==> src/rtl/neuron_pkg.sv <==
// Shared neuron types and constants: activation limits, operand widths, FSM
// state encoding and the hard-limit function used by act_clamp.
package neuron_pkg;

  localparam int ACT_MAX = 127;
  localparam int ACT_MIN = -127;
  localparam int PROD_W  = 17;
  localparam int OPX_W   = 9;
  localparam int ACT_W   = 8;

  typedef enum logic [1:0] {IDLE, RUN, DONE} state_t;

  // Returns {sat, y}; the symmetric limit keeps -128 out of the activation range.
  function automatic logic [ACT_W:0] clamp_act(input logic signed [31:0] acc);
    logic [ACT_W:0] res;
    if (acc > ACT_MAX)
      res = {1'b1, 8'h7F};
    else if (acc < ACT_MIN)
      res = {1'b1, 8'h81};
    else
      res = {1'b0, acc[ACT_W-1:0]};
    return res;
  endfunction

endpackage

==> src/rtl/act_clamp.sv <==
// Combinational hard limiter: ACC_W-bit signed sum to an 8-bit activation plus
// a saturation flag. ACC_W must be below 32.
module act_clamp
  import neuron_pkg::*;
#(
  parameter int ACC_W = 22
) (
  input  logic [ACC_W-1:0] acc,
  output logic [ACT_W-1:0] y,
  output logic             sat
);

  logic [31:0] acc_ext;

  assign acc_ext  = {{(32-ACC_W){acc[ACC_W-1]}}, acc};
  assign {sat, y} = clamp_act($signed(acc_ext));

endmodule

==> src/rtl/mitchell_mac_sequencer.sv <==
// Serial neuron MAC: drives one external approximate multiplier per synapse,
// accumulates, clamps. Define MAC_PROD_REG_EN to register the product first.
module mitchell_mac_sequencer
  import neuron_pkg::*;
#(
  parameter int N_INPUTS = 3,
  parameter int ACC_W    = 22
) (
  input  logic                  clk,
  input  logic                  rst_n,
  input  logic                  in_valid,
  output logic                  in_ready,
  input  logic [8*N_INPUTS-1:0] x_vec,
  input  logic [9*N_INPUTS-1:0] w_vec,
  output logic [OPX_W-1:0]      mul_x,
  output logic [OPX_W-1:0]      mul_y,
  input  logic [PROD_W-1:0]     mul_p,
  output logic                  out_valid,
  input  logic                  out_ready,
  output logic [ACT_W-1:0]      y,
  output logic                  sat,
  output logic                  busy
);

  localparam int IDX_W = $clog2(N_INPUTS + 1);
`ifdef MAC_PROD_REG_EN
  localparam int LAST = N_INPUTS;
`else
  localparam int LAST = N_INPUTS - 1;
`endif

  state_t                  state;
  logic [IDX_W-1:0]        idx;
  logic signed [ACC_W-1:0] acc;
  logic signed [ACC_W-1:0] acc_next;
  logic signed [ACC_W-1:0] add_term;
  logic [7:0]              x_r  [N_INPUTS];
  logic [8:0]              w_r  [N_INPUTS];
  logic [7:0]              x_el [N_INPUTS];
  logic [8:0]              w_el [N_INPUTS];
  logic [ACT_W-1:0]        clamp_y;
  logic                    clamp_sat;

  for (genvar gi = 0; gi < N_INPUTS; gi++) begin : g_unpack
    assign x_el[gi] = x_vec[8*gi +: 8];
    assign w_el[gi] = w_vec[9*gi +: 9];
  end

  always_comb begin
    mul_x = '0;
    mul_y = '0;
    if (state == RUN) begin
      for (int i = 0; i < N_INPUTS; i++) begin
        if (idx == IDX_W'(i)) begin
          mul_x = {x_r[i][7], x_r[i]};
          mul_y = w_r[i];
        end
      end
    end
  end

`ifdef MAC_PROD_REG_EN
  logic [PROD_W-1:0] prod_r;
  logic              prod_v;
  // The product issued last cycle is added now; prod_v masks the first RUN cycle.
  assign add_term = prod_v ? {{(ACC_W-PROD_W){prod_r[PROD_W-1]}}, prod_r} : '0;
`else
  assign add_term = {{(ACC_W-PROD_W){mul_p[PROD_W-1]}}, mul_p};
`endif

  assign acc_next = acc + add_term;
  assign in_ready = (state == IDLE);
  assign busy     = (state != IDLE);

  act_clamp #(.ACC_W(ACC_W)) u_clamp (
    .acc (acc_next),
    .y   (clamp_y),
    .sat (clamp_sat)
  );

  always_ff @(posedge clk or negedge rst_n) begin
    if (!rst_n) begin
      state     <= IDLE;
      idx       <= '0;
      acc       <= '0;
      y         <= '0;
      sat       <= 1'b0;
      out_valid <= 1'b0;
      for (int i = 0; i < N_INPUTS; i++) begin
        x_r[i] <= '0;
        w_r[i] <= '0;
      end
`ifdef MAC_PROD_REG_EN
      prod_r    <= '0;
      prod_v    <= 1'b0;
`endif
    end else begin
      case (state)
        IDLE: begin
          if (in_valid) begin
            x_r   <= x_el;
            w_r   <= w_el;
            acc   <= '0;
            idx   <= '0;
            state <= RUN;
`ifdef MAC_PROD_REG_EN
            prod_v <= 1'b0;
`endif
          end
        end
        RUN: begin
          acc <= acc_next;
          idx <= idx + 1'b1;
`ifdef MAC_PROD_REG_EN
          prod_r <= mul_p;
          prod_v <= (idx < IDX_W'(N_INPUTS));
`endif
          if (idx == IDX_W'(LAST)) begin
            y         <= clamp_y;
            sat       <= clamp_sat;
            out_valid <= 1'b1;
            state     <= DONE;
          end
        end
        DONE: begin
          if (out_ready) begin
            out_valid <= 1'b0;
            state     <= IDLE;
          end
        end
        default: state <= IDLE;
      endcase
    end
  end

endmodule

==> config.mk <==
export PLATFORM = sky130hd
export DESIGN_NAME = mitchell_mac_sequencer
export DESIGN_NICKNAME = d
export VERILOG_FILES = /design/src/rtl/neuron_pkg.sv /design/src/rtl/act_clamp.sv /design/src/rtl/mitchell_mac_sequencer.sv
export SDC_FILE = /design/constraint.sdc
export NUM_CORES = 1
export LEC_CHECK = 0
export ABC_AREA = 1
export ABC_CLOCK_PERIOD_IN_PS = 8300
export CAP_MARGIN = 20
export CORE_ASPECT_RATIO = 0.5
export CORE_MARGIN = 5
export CORE_UTILIZATION = 57
export DETAILED_ROUTE_END_ITERATION = 16
export PLACE_DENSITY_LB_ADDON = 0.1
export SLEW_MARGIN = 0
export SYNTH_ARGS = -nofsm -noshare
export SYNTH_HDL_FRONTEND = slang
export SYNTH_HIERARCHICAL = 1
export SYNTH_SLANG_ARGS = --single-unit
==> constraint.sdc <==
create_clock -name clk -period 8.3 [get_ports clk]
set_clock_uncertainty 0.05 [all_clocks]
set_input_delay 1.66 -clock clk [delete_from_list [all_inputs] [get_ports clk]]
set_output_delay 1.66 -clock clk [all_outputs]
set_load 0.02 [all_outputs]
==> flow_metrics.env, run 1 <==
export IMPL_outcome="complete, no violations"
export IMPL_cts_hold_buf=0
export IMPL_place_inst=971
export IMPL_ctsRootBufferMaster="clkbuf_16"
export IMPL_critPathSlowestCell="nor2_2"
export IMPL_syn_inst=773
export IMPL_hold_viol_final=0
export IMPL_detail_route_wl_per_cell_um=14.4
export IMPL_switching_share_pct=47.6
export IMPL_insertion_delay_ns=0.34
export IMPL_start_kind="flop"
export IMPL_first_iter_violations=310
export IMPL_antenna_cells=0
export IMPL_p_sw_mw=1.31
export IMPL_rows=25
export IMPL_min_period_ns=4.83
export IMPL_crit_path_start="idx[0]$_DFFE_PN0P_"
export IMPL_p_per_area_mw_per_mm2=408
export IMPL_ys_warn_count=6
export IMPL_firstDrtPassIters=5
export IMPL_max_stage_delay_ns=0.78
export IMPL_cts_htree_levels=3
export IMPL_post_route_period_util_pct=58.2
export IMPL_ys_types=32
export IMPL_critPathMaxFanout=18
export IMPL_post_dp_hpwl_um=10100
export IMPL_seqCellArea_sq_mm=0.00218
export IMPL_grt_pass1_vias=5278
export IMPL_die_h_um=79.0
export IMPL_min_from="x_r[17]$_DFFE_PN0P_"
export IMPL_areaGrowthSynthToFinish_pct=24.7
export IMPL_hold_path_class="reg -> reg"
export IMPL_antenna_found_initial=0
export IMPL_fmax_mhz=207
export IMPL_final_nets=958
export IMPL_worstPathArrival_ns=3.12
export IMPL_p_int_mw=1.45
export IMPL_grt_use_total_pct=25.5
export IMPL_coreArea_sq_mm=0.00935
export IMPL_setup_viol=0
export IMPL_synth_area_sq_mm=0.00542
export IMPL_dr_total_vias=5119
export IMPL_fill_cells=767
export IMPL_tightestPinTransition_ns=0.953
export IMPL_start_util_pct=58.0
export IMPL_crit_buf_inv=1
export IMPL_p_leak_nw=3.59
export IMPL_clkPwrFrac_pct=14.1
export IMPL_cts_buffer_depth=2
export IMPL_avgSynthCellArea_sq_um=7.02
export IMPL_r2r_start="state[1]$_DFFE_PN0P_"
export IMPL_crit_path_end_kind="output pin"
export IMPL_via_per_inst=5.19
export IMPL_syn_nets=870
export IMPL_tritoncts="built"
export IMPL_die_w_um=148
export IMPL_ys_seq_area_share_pct=40.1
export IMPL_power_frac_seq_pct=27.3
export IMPL_maxSlewViolCount=0
export IMPL_rsz0062_at_grt="no"
export IMPL_gp_congestion=0.936
export IMPL_io_buffer_count=101
export IMPL_cp_top_family="simple AND/OR/NAND/NOR gates"
export IMPL_fin_cells=987
export IMPL_drv_cap=0
export IMPL_ctsResizeCount=0
export IMPL_antenna_left=0
export IMPL_grt_max_degree=68
export IMPL_crit_chain="ha_1, nor2_2, a22oi_1, o21ai_0, clkdlybuf4s50_1"
export IMPL_cts_clk_slew_worst_paths_ns=0.07
export IMPL_required_ns=6.59
export IMPL_routed_wl_um=14200
export IMPL_grt_pass1_wl_um=24000
export IMPL_timing_setup_tns_ns=0
export IMPL_drive_gt1_share_pct=4.62
export IMPL_cts_buffers=9
export IMPL_cts_setup_buffers=0
export IMPL_grt_remaining_overflow=0
export IMPL_slew_headroom_pct=36.2
export IMPL_cts_sinks=87
export IMPL_ir_drop_mv=0.188
export IMPL_combPwrFrac_pct=58.6
export IMPL_synth_seq_cells=87
export IMPL_critPathKind="reg -> out"
export IMPL_io_pins=102
export IMPL_multiInputGateArea_sq_mm=0.00280
export IMPL_dieArea_sq_mm=0.0117
export IMPL_drcViolationCount=0
-- synthesized netlist by cell type, drive strengths merged --
cell type | instances | area share [%]
a21oi | 13 | 1.2
a22o | 5 | 0.81
a22oi | 17 | 2.4
and2 | 14 | 1.6
buf | 16 | 1.5
clkbuf | 10 | 0.69
dfrtp | 87 | 40
fa | 1 | 0.37
ha | 24 | 5.5
inv | 88 | 6.1
mux2 | 9 | 1.9
nand2 | 355 | 25
nand3 | 51 | 4.7
nand3b | 4 | 0.55
nand4 | 3 | 0.35
nor2 | 38 | 3.0
nor3 | 1 | 0.092
o21ai | 20 | 1.8
o21bai | 3 | 0.42
o22ai | 1 | 0.12
or2 | 5 | 0.58
xnor2 | 2 | 0.32
xor2 | 6 | 0.97
-- state kept, by name, indices dropped and copies added (netlist names) --
| signal | flops |
|---|---|
| x_r | 24 |
| idx | 2 |
| out_valid | 1 |
| w_r | 27 |
| sat | 1 |
| y | 8 |
| state | 2 |
| acc | 22 |
-- cells in the final DEF, fill, tap and decap left out, drive strengths merged, types with 2 or more instances in the layout --
master,n
clkinvlp,2
dfrtp,87
nor2,38
o21bai,3
clkbuf,10
o21ai,20
a22oi,17
or2,5
nand3,51
nand3b,4
ha,24
xor2,6
mux2,9
nand2,355
and2,14
buf,3
a22o,5
inv,91
a21oi,13
xnor2,2
nand4,3
clkdlybuf4s50,100
-- layout make-up --
cell class	count	area share, %
clock inverter	6	0.777
sequential	87	32.2
timing repair buffer	103	15.1
inverter	88	4.89
clock buffer	10	3.39
multi-input combinational	572	41.4
tap	121	2.24
-- power groups by stage --
stage	combinational, mW	sequential (mW)	clock (mW)
finish	1.62	0.754	0.388
global placement	1.56	0.747	0
global route	1.81	0.779	0.412
detailed placement	1.59	0.756	0
floorplan	1.12	0.753	0
CTS	1.61	0.753	0.393
-- stage by stage --
step                      power (mW)  area [sq um]  hold slack, ns  util [%]  setup WS (ns)
after floorplan                 1.87          5420           0.399         -           4.30
after global placement          2.31          6480           0.411      69.3           3.68
after detailed placement        2.35          6480           0.415      69.3           3.59
after CTS                       2.76          6760           0.434      72.3           3.47
after global routing            3.00          6760           0.448      72.3           3.32
final                           2.76          6760           0.431      72.3           3.47
-- worst paths after layout --
kind	end	slack, ns	cells after the start
setup / recovery	mul_y[5]	3.47	5
max in group asynchronous	x_r[11]$_DFFE_PN0P_	5.93	2
hold reg to reg	x_r[17]$_DFFE_PN0P_	0.43	2
hold / removal	x_r[17]$_DFFE_PN0P_	0.43	2
setup reg to reg	idx[1]$_DFFE_PN0P_	5.34	6
min in group asynchronous	acc[10]$_DFFE_PN0P_	1.15	1
-- metal layers --
layer	track usage, %	wire length (um)	vias to the layer above
li1	-	-	2583
met1	31.4	6370	2356
met2	45.5	6790	160
met3	6.10	884	20
met4	6.54	199	0
met5	0	0	-
-- tightest hold or removal path: cells and delay by family, from the launching register on --
family        cells  cell delay, ns
simple gates      2            0.11
flops             1            0.34
-- cells by family after synthesis --
family / count (synthesis) / share of synthesized area, %
fa+ha+maj: 25 / 5.91
compound gates: 59 / 6.74
xor+xnor: 8 / 1.29
buf+inv: 114 / 8.26
flops: 87 / 40.1
mux: 9 / 1.87
simple gates: 471 / 35.8
(Power assumes the default switching activity.)
==> run 2: changes to the inputs <==
--- a/config.mk
+++ b/config.mk
@@ -6,11 +6,11 @@
 export NUM_CORES = 1
 export LEC_CHECK = 0
 export ABC_AREA = 1
-export ABC_CLOCK_PERIOD_IN_PS = 8300
+export ABC_CLOCK_PERIOD_IN_PS = 4000
 export CAP_MARGIN = 20
 export CORE_ASPECT_RATIO = 0.5
 export CORE_MARGIN = 5
-export CORE_UTILIZATION = 57
+export CORE_UTILIZATION = 48
 export DETAILED_ROUTE_END_ITERATION = 16
 export PLACE_DENSITY_LB_ADDON = 0.1
 export SLEW_MARGIN = 0
==> constraint.sdc (replaced) <==
create_clock -name clk -period 4 [get_ports clk]
set_clock_uncertainty 0.05 [all_clocks]
set_input_delay 0.8 -clock clk [delete_from_list [all_inputs] [get_ports clk]]
set_output_delay 0.8 -clock clk [all_outputs]
set_load 0.02 [all_outputs]
==> run 2 against run 1 <==
Compared with the run above: total power up 110%; register-to-register slack worse by 4.3 ns; critical path depth increased by 16; combinational power increased by 110%; final area is 1.5% higher; first-iteration DRC count decreased by 18%; via count shrank 1.2%; clock-buffer cell count is the same; hold slack worse by 0.0094 ns; global-route usage decreased by 3.5 points; sequential share of layout area is 0.48 points lower; critical path type is now in -> reg; critical endpoint is now y[3]$_DFFE_PN0P_.
==> flow_metrics.env, run 2 (synthesized netlist as in run 1, its figures left out) <==
export IMPL_dieArea_sq_mm=0.0137
export IMPL_min_period_ns=3.50
export IMPL_detail_route_wl_per_cell_um=14.2
export IMPL_grt_remaining_overflow=0
export IMPL_dr_total_vias=5056
export IMPL_worstPathArrival_ns=3.68
export IMPL_setup_ws_ns=0.500
export IMPL_dpl_cell_area_sq_mm=0.00656
export IMPL_die_h_um=85.2
export IMPL_p_per_area_mw_per_mm2=845
export IMPL_setup_viol=0
export IMPL_ctsRootBufferMaster="clkbuf_16"
export IMPL_critPathSlowestCell="clkdlybuf4s50_1"
export IMPL_io_buffer_count=101
export IMPL_cts_htree_levels=3
export IMPL_first_iter_violations=254
export IMPL_start_util_pct=49.2
export IMPL_fmax_mhz=286
export IMPL_coreArea_sq_mm=0.0110
export IMPL_reg_top3="w_r (27), x_r (24), acc (22)"
export IMPL_crit_chain="clkdlybuf4s50_1, ha_1, inv_1, fa_1, inv_1, nand3_1, nand2_1, nand2_1, nand2_1, nand3_1, nand2_1, nand2_1, and2_1, or2_1, nor2_1, nand2_1, nand2_4, nand2_1, nand2_1, inv_1, mux2_2"
export IMPL_post_dp_hpwl_um=10300
export IMPL_final_core_util_pct=62.3
export IMPL_grt_max_degree=53
export IMPL_antenna_cells=0
export IMPL_final_nets=965
export IMPL_ir_drop_mv=0.339
export IMPL_fin_cells=1018
export IMPL_cts_buffers=9
export IMPL_rows=27
export IMPL_timing_setup_tns_ns=0
export IMPL_ctsResizeCount=0
export IMPL_final_area_sq_mm=0.00686
export IMPL_hold_path_class="in -> async"
export IMPL_regMostFlops="w_r"
export IMPL_seqCellArea_sq_mm=0.00218
export IMPL_post_route_period_util_pct=87.5
export IMPL_tightestPinTransition_ns=0.716
export IMPL_cts_clk_slew_worst_paths_ns=0.07
export IMPL_largest_register_ffs=27
export IMPL_grt_use_total_pct=21.9
export IMPL_maxSlewViolCount=0
export IMPL_max_stage_delay_ns=0.46
export IMPL_crit_path_end_kind="flop"
export IMPL_cts_sinks=87
export IMPL_drive_gt1_share_pct=5.50
export IMPL_drcViolationCount=0
export IMPL_outcome="complete, no violations"
export IMPL_place_inst=1002
export IMPL_critPathKind="in -> reg"
export IMPL_fill_cells=1023
export IMPL_whs_ns=0.422
export IMPL_final_common_cell="nand2_1"
export IMPL_critPathMaxFanout=8
export IMPL_io_pins=102
export IMPL_cp_top_family="simple AND/OR/NAND/NOR gates"
export IMPL_antenna_left=0
export IMPL_insertion_delay_ns=0.34
export IMPL_tritoncts="built"
export IMPL_hold_viol_final=0
export IMPL_antenna_found_initial=0
export IMPL_cts_buffer_depth=2
export IMPL_p_leak_nw=3.64
export IMPL_grt_pass1_vias=5035
export IMPL_rsz0062_at_grt="no"
export IMPL_via_per_inst=4.97
export IMPL_required_ns=4.18
export IMPL_pre_cts_slack_ns=0.160
export IMPL_die_w_um=160
export IMPL_gp_congestion=0.878
export IMPL_grt_pass1_wl_um=24400
export IMPL_multiInputGateArea_sq_mm=0.00280
export IMPL_finalPower_mw=5.80
export IMPL_cts_setup_buffers=0
export IMPL_start_kind="primary input"
export IMPL_crit_top_cell="nand2_1"
export IMPL_routed_wl_um=14400
export IMPL_areaGrowthSynthToFinish_pct=26.6
export IMPL_drv_cap=0
export IMPL_slew_headroom_pct=52.2
export IMPL_cts_hold_buf=0
export IMPL_layout_common_cells="nand2_1 (352), clkdlybuf4s50_1 (100), dfrtp_1 (87), inv_1 (85), nand3_1 (51)"
export IMPL_firstDrtPassIters=5
export IMPL_crit_buf_inv=4
==> run 2: cell types whose count changed in the layout (fill, tap and decap cells not counted), sizes merged <==
cell	change
buf	+7
clkinv	+2
clkinvlp	-2
==> run 2: area by class of cell <==
cell class | instances | area share (%)
Clock buffer | 10 | 3.48
Tap cell | 145 | 2.64
Clock inverter | 6 | 0.911
Multi-Input combinational cell | 572 | 40.8
Timing Repair Buffer | 110 | 15.7
Sequential cell | 87 | 31.7
Inverter | 88 | 4.81
==> run 2: path summary, 6_finish.rpt <==
check                                    startpoint                  end  depth (start not counted)  slack, ns
worst max-delay path                       mul_p[0]     y[3]$_DFFE_PN0P_                         21       0.50
worst min-delay path                          rst_n  w_r[11]$_DFFE_PN0P_                          1       0.42
worst max register to register   acc[0]$_DFFE_PN0P_     y[3]$_DFFE_PN0P_                         20       1.07
worst min register to register  x_r[23]$_DFFE_PN0P_  x_r[23]$_DFFE_PN0P_                          2       0.43
max in group asynchronous                     rst_n  x_r[22]$_DFFE_PN0P_                          2       2.72
min in group clk                x_r[23]$_DFFE_PN0P_  x_r[23]$_DFFE_PN0P_                          2       0.43
==> run 2: worst register-to-register path, stage by stage (launching register included) <==
cell and delay, ns:
dfrtp_1 0.35, ha_1 0.16, inv_1 0.05, fa_1 0.39, inv_1 0.07, nand3_1 0.10, nand2_1 0.16, nand2_1 0.07
nand2_1 0.12, nand3_1 0.11, nand2_1 0.07, nand2_1 0.05, and2_1 0.14, or2_1 0.22, nor2_1 0.10, nand2_1 0.09
nand2_4 0.11, nand2_1 0.06, nand2_1 0.06, inv_1 0.04, mux2_2 0.25
==> run 2: power breakdown <==
group / internal [mW] / total [mW] / switching (mW) / leakage (nW)
registers: 1.31 / 1.55 / 0.240 / 1.07
logic: 1.29 / 3.39 / 2.09 / 2.42
clock network: 0.456 / 0.859 / 0.404 / 0.148
==> run 2: per-layer routing <==
| metal | GRT usage [%] | part of all wire, % | up-vias |
|---|---|---|---|
| li1 | - | - | 2596 |
| met1 | 29.6 | 46 | 2329 |
| met2 | 36.7 | 47 | 124 |
| met3 | 4.75 | 5.7 | 7 |
| met4 | 4.61 | 0.71 | 0 |
| met5 | 0 | 0 | - |
==> run 3: changes to the inputs <==
--- a/config.mk
+++ b/config.mk
@@ -7,7 +7,7 @@
 export LEC_CHECK = 0
 export ABC_AREA = 1
 export ABC_CLOCK_PERIOD_IN_PS = 4000
-export CAP_MARGIN = 20
+export CAP_MARGIN = 30
 export CORE_ASPECT_RATIO = 0.5
 export CORE_MARGIN = 5
 export CORE_UTILIZATION = 48
==> results of run 3 <==
The final DEF is identical to that of run 2; final timing and power are the same.
